==> src/rtl/bcp_pkg.sv <==
// Shared types and sizing helpers for the BCP clause-status pipeline.
package bcp_pkg;

  typedef enum logic [1:0] {
    CS_SAT      = 2'b00,
    CS_UNRES    = 2'b01,
    CS_UNIT     = 2'b10,
    CS_CONFLICT = 2'b11
  } clause_status_e;

  localparam int VAR_NUM_DEF = 4;

  function automatic int idx_w(input int n);
    return (n > 1) ? $clog2(n) : 1;
  endfunction

  localparam int IDX_W = idx_w(VAR_NUM_DEF);

endpackage

==> src/rtl/clause_lit_eval.sv <==
// Reduces registered true/free literal vectors to the facts the classifier needs.
module clause_lit_eval
  import bcp_pkg::*;
#(
  parameter int VAR_NUM = VAR_NUM_DEF,
  localparam int IW = idx_w(VAR_NUM)
) (
  input  logic [VAR_NUM-1:0] pos_true,
  input  logic [VAR_NUM-1:0] neg_true,
  input  logic [VAR_NUM-1:0] pos_free,
  input  logic [VAR_NUM-1:0] neg_free,
  output logic               any_true,
  output logic [1:0]         free_cnt,
  output logic [IW-1:0]      free_idx,
  output logic               free_pol
);

  always_comb begin
    any_true = (|pos_true) | (|neg_true);
    free_cnt = 2'd0;
    free_idx = '0;
    free_pol = 1'b0;
    // descending scan so the lowest free index is the one left standing
    for (int i = VAR_NUM - 1; i >= 0; i--) begin
      if (pos_free[i] | neg_free[i]) begin
        free_idx = IW'(i);
        free_pol = pos_free[i];
      end
    end
    for (int i = 0; i < VAR_NUM; i++) begin
      if (pos_free[i]) free_cnt = (free_cnt == 2'd2) ? 2'd2 : free_cnt + 2'd1;
      if (neg_free[i]) free_cnt = (free_cnt == 2'd2) ? 2'd2 : free_cnt + 2'd1;
    end
  end

endmodule

==> src/rtl/clause_status_analyzer.sv <==
// Two-stage clause classifier (SAT/UNRES/UNIT/CONFLICT) with sticky conflict tracking.
module clause_status_analyzer
  import bcp_pkg::*;
#(
  parameter int VAR_NUM = VAR_NUM_DEF,
  parameter int CID_W   = 8,
  parameter int CNT_W   = 16,
  localparam int IW = idx_w(VAR_NUM)
) (
  input  logic               clk,
  input  logic               rst_n,
  input  logic               in_valid,
  output logic               in_ready,
  input  logic [CID_W-1:0]   in_cid,
  input  logic [VAR_NUM-1:0] pos_mask,
  input  logic [VAR_NUM-1:0] neg_mask,
  input  logic [VAR_NUM-1:0] asg_def,
  input  logic [VAR_NUM-1:0] asg_val,
  output logic               out_valid,
  input  logic               out_ready,
  output logic [CID_W-1:0]   out_cid,
  output logic [1:0]         out_status,
  output logic [IW-1:0]      out_unit_idx,
  output logic               out_unit_pol,
  input  logic               clr_conflict,
  output logic               conflict,
  output logic [CID_W-1:0]   conflict_cid,
  output logic [CNT_W-1:0]   conflict_cnt
);

  logic [2:1]         vld_pipe;
  logic [VAR_NUM-1:0] pt, nt, pf, nf;
  logic [VAR_NUM-1:0] s1_pt, s1_nt, s1_pf, s1_nf;
  logic [CID_W-1:0]   s1_cid;
  logic               s1_load, s2_load, xfer_conf;
  logic               any_true, free_pol, unit_pol_nxt;
  logic [1:0]         free_cnt;
  logic [IW-1:0]      free_idx, unit_idx_nxt;
  clause_status_e     st_nxt;

  for (genvar i = 0; i < VAR_NUM; i++) begin : g_lit
    assign pt[i] = pos_mask[i] & asg_def[i] & asg_val[i];
    assign nt[i] = neg_mask[i] & asg_def[i] & ~asg_val[i];
    assign pf[i] = pos_mask[i] & ~asg_def[i];
    assign nf[i] = neg_mask[i] & ~asg_def[i];
  end

  assign s2_load   = ~vld_pipe[2] | out_ready;
  assign s1_load   = ~vld_pipe[1] | s2_load;
  assign in_ready  = rst_n & s1_load;
  assign out_valid = vld_pipe[2];
  assign xfer_conf = vld_pipe[2] & out_ready & (out_status == CS_CONFLICT);

  clause_lit_eval #(.VAR_NUM(VAR_NUM)) u_eval (
    .pos_true (s1_pt),
    .neg_true (s1_nt),
    .pos_free (s1_pf),
    .neg_free (s1_nf),
    .any_true (any_true),
    .free_cnt (free_cnt),
    .free_idx (free_idx),
    .free_pol (free_pol)
  );

  always_comb begin
    st_nxt       = CS_UNRES;
    unit_idx_nxt = '0;
    unit_pol_nxt = 1'b0;
    if (any_true)              st_nxt = CS_SAT;
    else if (free_cnt == 2'd0) st_nxt = CS_CONFLICT;
    else if (free_cnt == 2'd1) begin
      st_nxt       = CS_UNIT;
      unit_idx_nxt = free_idx;
      unit_pol_nxt = free_pol;
    end
  end

  always_ff @(posedge clk) begin
    if (!rst_n) begin
      vld_pipe     <= '0;
      s1_pt        <= '0;
      s1_nt        <= '0;
      s1_pf        <= '0;
      s1_nf        <= '0;
      s1_cid       <= '0;
      out_cid      <= '0;
      out_status   <= CS_SAT;
      out_unit_idx <= '0;
      out_unit_pol <= 1'b0;
      conflict     <= 1'b0;
      conflict_cid <= '0;
      conflict_cnt <= '0;
    end else begin
      if (s1_load) begin
        vld_pipe[1] <= in_valid;
        if (in_valid) begin
          s1_pt  <= pt;
          s1_nt  <= nt;
          s1_pf  <= pf;
          s1_nf  <= nf;
          s1_cid <= in_cid;
        end
      end
      if (s2_load) begin
        vld_pipe[2] <= vld_pipe[1];
        if (vld_pipe[1]) begin
          out_cid      <= s1_cid;
          out_status   <= st_nxt;
          out_unit_idx <= unit_idx_nxt;
          out_unit_pol <= unit_pol_nxt;
        end
      end
      // a conflict leaving in the same cycle as a clear takes precedence
      if (xfer_conf) begin
        conflict <= 1'b1;
        if (!conflict || clr_conflict) conflict_cid <= out_cid;
        if (conflict_cnt != {CNT_W{1'b1}}) conflict_cnt <= conflict_cnt + CNT_W'(1);
      end else if (clr_conflict) begin
        conflict     <= 1'b0;
        conflict_cid <= '0;
      end
    end
  end

endmodule

==> config.mk <==
export PLATFORM = sky130hd
export DESIGN_NAME = clause_status_analyzer
export DESIGN_NICKNAME = d
export VERILOG_FILES = /design/src/rtl/bcp_pkg.sv /design/src/rtl/clause_lit_eval.sv /design/src/rtl/clause_status_analyzer.sv
export SDC_FILE = /design/constraint.sdc
export NUM_CORES = 1
export LEC_CHECK = 0
export CAP_MARGIN = 5
export CORE_UTILIZATION = 63
export CTS_CLUSTER_DIAMETER = 150
export DETAILED_ROUTE_END_ITERATION = 10
export DONT_BUFFER_PORTS = 1
export GPL_TIMING_DRIVEN = 0
export PLACE_DENSITY_LB_ADDON = 0.12
export SYNTH_ARGS = -nofsm -noshare
export SYNTH_HDL_FRONTEND = slang
export SYNTH_SLANG_ARGS = --single-unit
==> constraint.sdc <==
create_clock -name clk -period 3.6 [get_ports clk]
set_input_delay 0.36 -clock clk [delete_from_list [all_inputs] [get_ports clk]]
set_output_delay 0.36 -clock clk [all_outputs]
set_load 0.05 [all_outputs]
==> results of run 1 <==
-- power breakdown --
part | switching [W] | total (W) | internal [W]
Clock | 0.000290 | 0.000772 | 0.000482
Sequential | 0.0000321 | 0.000756 | 0.000724
Combinational | 0.000124 | 0.000197 | 0.0000720
Total | 0.000447 | 0.00173 | 0.00128
-- per-layer routing --
metal	wire length, um	vias to the layer above	track usage, %
met5	0	-	0
met4	118	0	12.4
met3	508	14	6.50
met2	3700	115	46.8
met1	3360	1404	37.8
li1	-	1446	-
-- repair_timing --
| action | CTS | global route |
|---|---|---|
| gates cloned | 0 | 0 |
| endpoints found under the hold margin | 0 | 0 |
| buffers inserted | 0 | 2 |
| endpoints found under the setup margin | 1 | 4 |
| pin swaps | 0 | 2 |
| gates resized for setup | 2 | 6 |
-- critical path, cell delays in order (launching register included) --
cell and delay (ns):
dfxtp_1 0.39, inv_1 0.10, ha_4 0.25, or4b_4 0.57, o221ai_1 0.13, a21oi_1 0.12
o31a_1 0.36, a31o_2 0.26, a22oi_1 0.17, xnor2_1 0.15, ha_1 0.18, nand2b_1 0.12
nand3_1 0.12, a2111oi_2 0.35, a21o_1 0.16
-- final timing paths --
path | cells after the start | to | slack [ns] | start
setup / recovery | 14 | out_unit_idx[1]$_SDFFE_PN0P_ | 0.13 | s1_nf[0]$_SDFFE_PN0P_
hold / removal | 1 | conflict_cnt[10]$_SDFFE_PN0P_ | 0.14 | rst_n
setup reg to reg | 14 | out_unit_idx[1]$_SDFFE_PN0P_ | 0.13 | s1_nf[0]$_SDFFE_PN0P_
hold reg to reg | 2 | s1_pt[2]$_SDFFE_PN0P_ | 0.46 | s1_pt[2]$_SDFFE_PN0P_
-- cell families (layout without fill, tap and decap cells) --
logic type               count (synthesis)  count (layout)  synth area share, %
flip-flops                              64              64                 39.3
adder cells (fa/ha/maj)                  6               6                 2.30
XOR/XNOR                                13              13                 3.49
buffers and inverters                   29              47                 3.64
multiplexers                             4               4                 1.23
AO/OA/AOI/OAI                          104             104                 24.3
AND/OR/NAND/NOR                        174             174                 25.8
-- through the flow --
stage	TNS (ns)	util, %	instance area [sq um]	worst slack [ns]
floorplan	0	-	3260	0.314
global placement	0	69.0	3350	0.0241
detailed placement	-0.0189	69.0	3350	-0.0189
CTS	0	74.3	3600	0.0470
global route	-0.00993	75.3	3650	-0.00993
finish	0	75.3	3650	0.127
-- cell usage in the layout (no fill, tap or decap), types with 6 or more instances in the layout --
cell type / count
a21oi_1: 43
a22oi_1: 9
and2_1: 6
clkbuf_1: 17
clkbuf_8: 10
dfxtp_1: 63
inv_1: 8
nand2_1: 63
nand3_1: 12
nand3b_1: 9
nand4_1: 8
nor2_1: 41
nor2b_1: 6
o21ai_0: 9
xnor2_1: 8
-- flip-flops by register name, summed over array words and instances (netlist names), 2 cells and up --
| name | count |
|---|---|
| conflict_cid | 8 |
| conflict_cnt | 16 |
| out_cid | 8 |
| out_status | 2 |
| out_unit_idx | 2 |
| s1_cid | 8 |
| s1_nf | 4 |
| s1_nt | 4 |
| s1_pf | 4 |
| s1_pt | 4 |
| vld_pipe | 2 |
-- cell type report --
type	count	share of cell area (%)
Clock inverter	6	3.15
Multi-Input combinational cell	301	52.0
Timing Repair Buffer	2	0.411
Tap cell	67	2.30
Inverter	9	0.925
Buffer	20	2.33
Clock buffer	10	3.77
Sequential cell	64	35.1
==> impl_metrics.env, run 1 <==
export IMPL_numCtsBuffers=9
export IMPL_num_vias=2979
export IMPL_critPathMaxFanout=6
export IMPL_grtUsageTotal_pct=29.1
export IMPL_total_power_w=0.00173
export IMPL_maxCapViolCount=0
export IMPL_rows=25
export IMPL_routed_wl_um=7690
export IMPL_ys_seq_area_share_pct=39.3
export IMPL_core_area_sq_um=4850
export IMPL_place_congestion=0.800
export IMPL_h_tree_depth=3
export IMPL_clockRootBuffer="clkbuf_8"
export IMPL_synth_most_common_cell="dfxtp_1"
export IMPL_clkLatencyLatePin_ns=0.34
export IMPL_setup_viol=0
export IMPL_drtAntennaViolNets=0
export IMPL_cts_sinks=64
export IMPL_instances_no_fill=479
export IMPL_synth_flop_cell="dfxtp_1"
export IMPL_drt_iter0_drc=251
export IMPL_post_synth_top_area_fraction_pct=39.3
export IMPL_finalMaxSlewViolations=0
export IMPL_max_freq_mhz=288
export IMPL_drc=0
export IMPL_regArea_sq_um=1280
export IMPL_grt_overflow=0
export IMPL_cts_tree="yes"
export IMPL_drt_pass1_iterations=5
export IMPL_p_leak_nw=1.28
export IMPL_num_antenna_cells=0
export IMPL_syn_area_per_cell_sq_um=8.28
export IMPL_end_kind="flop"
export IMPL_period_share_pct=96.5
export IMPL_antenna_found_initial=0
export IMPL_status="complete, no violations"
export IMPL_hp_class="in2reg"
export IMPL_port_buffers=0
export IMPL_hold_ws_ns=0.142
export IMPL_yosys_area_top_type="dfxtp_1"
export IMPL_ys_ff_latch=64
export IMPL_fp_dieArea_sq_um=5470
export IMPL_dp_cells=461
export IMPL_start_kind="flop"
export IMPL_drive_above_1_share_pct=10.4
export IMPL_clkTransAtPathRegs_ns=0.07
export IMPL_ios=69
export IMPL_worstSetupPathType="reg2reg"
export IMPL_syn_nets=429
export IMPL_wl_per_cell_um=16.1
export IMPL_multi_input_area_sq_um=1900
export IMPL_synthCells=394
export IMPL_worst_pin_slew_ns=1.05
export IMPL_grt_max_degree=13
export IMPL_hpwl_um=5340
export IMPL_nFillCells=359
export IMPL_areaGrowthSynthToFinish_pct=11.9
export IMPL_min_period_ns=3.47
export IMPL_vdd_ir_drop_worst_mv=0.400
export IMPL_hold_viol_final=0
export IMPL_yosys_warnings=0
export IMPL_synth_distinct_cells=63
export IMPL_cp_data_required_time_ns=3.88
export IMPL_synthArstFlopShare_pct=0
export IMPL_fin_skew_ns=0.0109
export IMPL_grt_pass1_vias=2660
export IMPL_synth_edf_count=0
export IMPL_postCtsHoldBufs=0
export IMPL_dieHeight_um=74.0
export IMPL_nNetsFinal=442
export IMPL_initial_utilization_pct=67.3
export IMPL_relSlewSlack_pct=30.0
export IMPL_ys_top_cells_by_area="dfxtp_1 39%, nand2_1 7.2%, a21oi_1 6.6%, nor2_1 4.7%, ha_1 2.3%"
export IMPL_grt_first_pass_wirelength_um=12100
export IMPL_clock_path_buffers=2
export IMPL_synth_top_cells_by_count="64 x dfxtp_1, 63 x nand2_1, 43 x a21oi_1"
export IMPL_avgViaCountPerCell=6.22
export IMPL_die_x_um=74.0
export IMPL_powerDensity_nw_per_um2=472
export IMPL_worst_ep_arrival_time_ns=3.76
export IMPL_syn_cell_area_sq_um=3260
(Power assumes the default switching activity.)
==> run 2: changes to the inputs <==
--- a/config.mk
+++ b/config.mk
@@ -5,6 +5,7 @@
 export SDC_FILE = /design/constraint.sdc
 export NUM_CORES = 1
 export LEC_CHECK = 0
+export ABC_AREA = 1
 export CAP_MARGIN = 5
 export CORE_UTILIZATION = 63
 export CTS_CLUSTER_DIAMETER = 150
==> run 2 against run 1 <==
Compared with the run above:
- clock power is 24% lower
- combinational power is 18% higher
- register-to-register slack better by 0.69 ns
- global-route usage is 0.16 points lower
- utilization is 3.4 points lower
- total power is 7.0% lower
- first-iteration DRC count is 29% lower
==> impl_metrics.env, run 2 <==
export IMPL_initial_utilization_pct=66.2
export IMPL_ios=69
export IMPL_hold_viol_final=0
export IMPL_worstSetupPathType="reg2reg"
export IMPL_nNetsFinal=502
export IMPL_cts_sinks=64
export IMPL_place_congestion=0.959
export IMPL_setup_viol=0
export IMPL_met1Wirelength_um=3280
export IMPL_h_tree_depth=3
export IMPL_grt_pass1_vias=2715
export IMPL_yosys_warnings=0
export IMPL_synthArstFlopShare_pct=0
export IMPL_critPathMaxFanout=5
export IMPL_drive_above_1_share_pct=8.07
export IMPL_areaGrowthSynthToFinish_pct=8.58
export IMPL_numCtsBuffers=9
export IMPL_slowest_delay_ns=0.36
export IMPL_final_common_cell="nand2_1"
export IMPL_drc=0
export IMPL_grt_overflow=0
export IMPL_routed_wl_um=7200
export IMPL_post_cts_buffers=0
export IMPL_synth_distinct_cells=32
export IMPL_drt_pass1_iterations=6
export IMPL_period_share_pct=77.3
export IMPL_syn_nets=491
export IMPL_cp_cell_sequence="inv_1, ha_1, inv_1, nand3_1, nand2_1, nand3_1, nand2_1, inv_2, nor2_1, nand2_1, nand2_1, nand2_1, nand2_1, nand2_1, nand2_1, inv_1, ha_1, nand2_1, inv_1, a21oi_4, nand2_1, nand2_1, a21oi_1"
export IMPL_total_power_w=0.00160
export IMPL_worst_ep_arrival_time_ns=2.98
export IMPL_grtUsageTotal_pct=28.9
export IMPL_p_leak_nw=1.40
export IMPL_met3WireLength_um=505
export IMPL_core_area_sq_um=4750
export IMPL_critical_path_top_delay_family="simple AND/OR/NAND/NOR gates"
export IMPL_synthCells=456
export IMPL_hpwl_um=5460
export IMPL_top_register="conflict_cnt"
export IMPL_powerDensity_nw_per_um2=469
export IMPL_max_freq_mhz=359
export IMPL_rows=25
export IMPL_cp_data_required_time_ns=3.80
export IMPL_postCtsHoldBufs=0
export IMPL_relSlewSlack_pct=56.6
export IMPL_synth_most_common_cell="nand2_1"
export IMPL_maxCapViolCount=0
export IMPL_synth_top_cells_by_count="80 x nand2_1, 64 x dfxtp_1, 58 x inv_1"
export IMPL_hp_class="in2reg"
export IMPL_die_x_um=72.7
export IMPL_clockRootBuffer="clkbuf_8"
export IMPL_yosys_area_top_type="dfxtp_1"
export IMPL_avgViaCountPerCell=5.61
export IMPL_post_synth_top_area_fraction_pct=40.7
export IMPL_clkLatencyLatePin_ns=0.33
export IMPL_syn_cell_area_sq_um=3150
export IMPL_min_period_ns=2.78
export IMPL_port_buffers=0
export IMPL_ys_ff_latch=64
export IMPL_rsz0062_at_grt="no"
export IMPL_crit_slowest_cell="ha_1"
export IMPL_grt_first_pass_wirelength_um=11800
export IMPL_tns_ns=0
export IMPL_vdd_ir_drop_worst_mv=0.339
export IMPL_clock_path_buffers=2
export IMPL_clkTransAtPathRegs_ns=0.06
export IMPL_fin_skew_ns=0.00462
export IMPL_grt_max_degree=11
export IMPL_highest_layer="met4"
export IMPL_ys_top_cells_by_area="dfxtp_1 41%, nand2_1 9.5%, inv_1 6.9%, nor2_1 6.6%, a21oi_1 6.5%"
export IMPL_end_kind="flop"
export IMPL_status="complete, no violations"
export IMPL_dieHeight_um=72.7
export IMPL_wl_per_cell_um=13.4
export IMPL_path_common_cell="nand2_1"
export IMPL_start_kind="flop"
export IMPL_fp_dieArea_sq_um=5290
export IMPL_drtAntennaViolNets=0
export IMPL_route_met2_wl_um=3320
export IMPL_crit_buf_inv=5
export IMPL_antenna_found_initial=0
export IMPL_ys_seq_area_share_pct=40.7
export IMPL_largest_reg_flops=16
export IMPL_drt_iter0_drc=178
export IMPL_cts_tree="yes"
export IMPL_num_antenna_cells=0
export IMPL_mostFrequentLayoutCells="80 x nand2_1, 64 x dfxtp_1, 58 x inv_1"
export IMPL_cts_resized=0
export IMPL_synth_flop_cell="dfxtp_1"
export IMPL_syn_area_per_cell_sq_um=6.91
export IMPL_synth_edf_count=0
export IMPL_num_vias=3018
export IMPL_finalMaxSlewViolations=0
export IMPL_worst_pin_slew_ns=0.651
==> run 2: cell types whose count changed after synthesis, sizes merged, moves of 8 or more <==
cell / delta
o21ai: +21
nand2: +30
xnor2: -8
nor2: +13
nand3: +17
nor3: +9
inv: +56
a22oi: -9
==> run 2: layer usage <==
metal / GRT usage (%) / up-vias
met3: 7.04 / 11
met5: 0 / -
met4: 9.80 / 0
met1: 36.7 / 1376
met2: 48.3 / 111
li1: - / 1520
==> run 2: cell type report <==
cell class              count  area (sq um)
plain buffers              13          50.0
clock buffers              11           141
clock inverters             4          45.0
fillers                   422          1340
inverters                  66           248
multi-input cells         313          1570
flip-flops and latches     64          1280
well taps                  67          83.8
==> run 2: path summary, 6_finish.rpt <==
check	start	endpoint	slack, ns	cells after the start
hold / removal	rst_n	s1_nt[0]$_SDFFE_PN0P_	0.17	2
hold reg to reg	s1_cid[6]$_SDFFE_PN0P_	s1_cid[6]$_SDFFE_PN0P_	0.48	2
setup reg to reg	s1_pf[0]$_SDFFE_PN0P_	out_status[0]$_SDFFE_PN0P_	0.82	23
setup / recovery	s1_pf[0]$_SDFFE_PN0P_	out_status[0]$_SDFFE_PN0P_	0.82	23
==> run 2: stage by stage <==
step	instance area, sq um	hold WS, ns	util (%)	cells	setup WS [ns]
6_report	3420	0.171	71.9	538	0.818
5_1_grt	3420	0.185	71.9	538	0.467
4_1_cts	3420	0.155	71.9	538	0.822
3_5_place_dp	3230	0.466	68.0	523	0.844
3_3_place_gp	3230	0.457	68.0	523	0.914
2_1_floorplan	3150	0.445	-	456	1.12
==> run 2: logic make-up (layout without fill, tap and decap cells) <==
family / count (synthesis) / after routing / share of synthesized area [%]
buf+inv: 79 / 94 / 9.46
xor+xnor: 1 / 1 / 0.278
flops: 64 / 64 / 40.7
simple gates: 208 / 208 / 29.8
fa+ha+maj: 6 / 6 / 2.38
compound gates: 98 / 98 / 17.4
==> run 2: worst register-to-register path, cell delays in order (launching register included) <==
cell	delay (ns)
dfxtp_1	0.35
inv_1	0.10
ha_1	0.36
inv_1	0.09
nand3_1	0.08
nand2_1	0.09
nand3_1	0.12
nand2_1	0.12
inv_2	0.03
nor2_1	0.13
nand2_1	0.09
nand2_1	0.07
nand2_1	0.05
nand2_1	0.05
nand2_1	0.05
nand2_1	0.08
inv_1	0.05
ha_1	0.28
nand2_1	0.07
inv_1	0.06
a21oi_4	0.16
nand2_1	0.07
nand2_1	0.06
a21oi_1	0.05
==> run 2: where the power goes <==
group	internal [W]	total, W	switching (W)
registers	0.000735	0.000782	0.0000470
clock network	0.000331	0.000590	0.000258
logic	0.0000777	0.000233	0.000155
==> run 3: changes to the inputs <==
--- a/config.mk
+++ b/config.mk
@@ -7,7 +7,7 @@
 export LEC_CHECK = 0
 export ABC_AREA = 1
 export CAP_MARGIN = 5
-export CORE_UTILIZATION = 63
+export CORE_UTILIZATION = 57
 export CTS_CLUSTER_DIAMETER = 150
 export DETAILED_ROUTE_END_ITERATION = 10
 export DONT_BUFFER_PORTS = 1
==> constraint.sdc (replaced) <==
create_clock -name clk -period 2.51 [get_ports clk]
set_input_delay 0.251 -clock clk [delete_from_list [all_inputs] [get_ports clk]]
set_output_delay 0.251 -clock clk [all_outputs]
set_load 0.05 [all_outputs]
==> run 3 against run 2 <==
Compared with the run above:
- sequential power up 45%
- largest cell class unchanged
- via count increased by 2.9%
- sequential share of layout area down 2.8 points
- the flow now finishes with violations (setup timing)
==> impl_metrics.env, run 3 (synthesized netlist as in run 2, its figures left out) <==
export IMPL_dpl_cell_area_sq_um=3240
export IMPL_nFillCells=424
export IMPL_drc=0
export IMPL_rows=26
export IMPL_drtAntennaViolNets=0
export IMPL_grt_overflow=0
export IMPL_r2r_end="out_unit_idx[0]$_SDFFE_PN0P_"
export IMPL_largest_reg_flops=16
export IMPL_cts_tree="yes"
export IMPL_r2r_cells=21
export IMPL_powerDensity_nw_per_um2=652
export IMPL_cp_data_required_time_ns=2.78
export IMPL_min_period_ns=2.68
export IMPL_top_register="conflict_cnt"
export IMPL_place_congestion=0.935
export IMPL_grtUsageTotal_pct=27.7
export IMPL_hold_ws_ns=0.0633
export IMPL_relSlewSlack_pct=58.1
export IMPL_grt_first_pass_wirelength_um=12700
export IMPL_r2r_setup_slack_ns=-0.17
export IMPL_cp_endpoint="out_unit_idx[0]$_SDFFE_PN0P_"
export IMPL_status="finished, violations left"
export IMPL_routed_wl_um=8020
export IMPL_clkLatencyLatePin_ns=0.34
export IMPL_num_vias=3105
export IMPL_core_area_sq_um=5200
export IMPL_hp_class="in2reg"
export IMPL_instances_no_fill=552
export IMPL_critPathMaxFanout=5
export IMPL_p_leak_nw=1.50
export IMPL_die_x_um=76.3
export IMPL_dp_cells=526
export IMPL_crit_slowest_cell="dfxtp_2"
export IMPL_final_core_utilization_pct=71.7
export IMPL_violations="setup timing"
export IMPL_maxCapViolCount=0
export IMPL_grt_max_degree=13
export IMPL_end_kind="flop"
export IMPL_num_antenna_cells=0
export IMPL_fin_skew_ns=0.00852
export IMPL_wl_per_cell_um=14.5
export IMPL_start_kind="flop"
export IMPL_clockRootBuffer="clkbuf_8"
export IMPL_cts_sinks=64
export IMPL_grt_pass1_vias=2756
export IMPL_cp_cell_sequence="inv_4, ha_4, inv_2, nand2_1, nand2_1, nand2_1, nand3_1, nand2_2, nand2_4, nand2_4, nor2_2, nand2_2, nand2_2, nand2_2, xor2_2, ha_4, nand2_2, inv_2, a21oi_4, nand4_1, a21oi_2"
export IMPL_worst_slack_ns=-0.167
export IMPL_slowest_delay_ns=0.38
export IMPL_final_common_cell="nand2_1"
export IMPL_hp_start="rst_n"
export IMPL_antenna_found_initial=0
export IMPL_drt_iter0_drc=165
export IMPL_mostFrequentLayoutCells="63 x nand2_1, 56 x dfxtp_1, 51 x inv_1"
export IMPL_postCtsHoldBufs=0
export IMPL_dieHeight_um=76.3
export IMPL_drive_above_1_share_pct=20.7
export IMPL_period_share_pct=107
export IMPL_numCtsBuffers=9
export IMPL_nNetsFinal=512
export IMPL_areaGrowthSynthToFinish_pct=18.4
export IMPL_h_tree_depth=3
export IMPL_hold_viol_final=0
export IMPL_crit_start="s1_pf[0]$_SDFFE_PN0P_"
export IMPL_fin_area_sq_um=3730
export IMPL_path_common_cell="nand2_2"
export IMPL_hpwl_um=5480
export IMPL_max_freq_mhz=374
export IMPL_rsz0062_at_grt="yes"
export IMPL_multi_input_area_sq_um=1770
export IMPL_drt_pass1_iterations=7
export IMPL_worstSetupPathType="reg2reg"
export IMPL_worst_pin_slew_ns=0.628
export IMPL_ios=69
export IMPL_clkTransAtPathRegs_ns=0.07
export IMPL_fp_dieArea_sq_um=5830
export IMPL_setup_viol=5
export IMPL_regArea_sq_um=1290
export IMPL_avgViaCountPerCell=5.63
export IMPL_finalMaxSlewViolations=0
export IMPL_vdd_ir_drop_worst_mv=0.502
export IMPL_total_power_w=0.00243
export IMPL_worst_ep_arrival_time_ns=2.95
export IMPL_port_buffers=0
export IMPL_initial_utilization_pct=60.5
export IMPL_clock_path_buffers=2
export IMPL_r2r_start="s1_pf[0]$_SDFFE_PN0P_"
run 3: changes by cell type in the layout (fill, tap and decap cells not counted), moves of 8 or more:
cell,before,now
nand2_1,80,63
buf_4,0,8
dfxtp_1,64,56
nand2_4,1,11
run 3: stage by stage:
step           setup TNS, ns  setup slack, ns
2_1_floorplan              0           0.0336
3_3_place_gp          -0.908           -0.173
3_5_place_dp           -1.32           -0.250
4_1_cts               -0.248          -0.0972
5_1_grt                -1.95           -0.330
6_report              -0.680           -0.167
run 3: critical path: cells and delay by family (launching register included):
| family | cells | cell delay [ns] |
|---|---|---|
| compound gates | 2 | 0.30 |
| xor+xnor | 1 | 0.20 |
| fa+ha+maj | 2 | 0.48 |
| buf+inv | 3 | 0.18 |
| flops | 1 | 0.38 |
| simple gates | 13 | 1.08 |
run 3: timing repair:
item | in CTS | in global routing
resized for setup | 22 | 47
setup buffers | 7 | 5
pin swaps | 16 | 30
setup endpoints to repair | 8 | 11
hold endpoints to repair | 0 | 0
run 3: final cells by class:
class,instances,area share (%)
well taps,70,2.35
plain buffers,13,1.34
clock inverters,5,1.04
flip-flops and latches,64,34.7
clock buffers,11,4.06
repair buffers,10,2.21
multi-input cells,313,47.5
inverters,66,6.78
run 3: worst min-delay path by stage:
stage	end	slack (ns)	cells past startpoint
after floorplan	s1_nt[0]$_SDFFE_PN0P_	0.39	2
after global placement	s1_nt[0]$_SDFFE_PN0P_	0.40	2
after detailed placement	s1_nt[0]$_SDFFE_PN0P_	0.41	2
after CTS	s1_nt[0]$_SDFFE_PN0P_	0.04	2
after global routing	s1_cid[6]$_SDFFE_PN0P_	0.07	2
final	s1_nt[0]$_SDFFE_PN0P_	0.06	2
run 3: power breakdown:
part	total, W	internal [W]	switching, W
Combinational	0.000469	0.000181	0.000288
Clock	0.000836	0.000419	0.000417
Sequential	0.00113	0.00105	0.0000722
Total	0.00243	0.00165	0.000778
run 3: metal layers:
metal  GRT usage (%)  up-vias  wire (um)
met5               0        -          0
met4            10.6        0        197
met3            8.86       26        527
met2            43.1      118       3660
met1            35.7     1416       3630
li1                -     1545          -
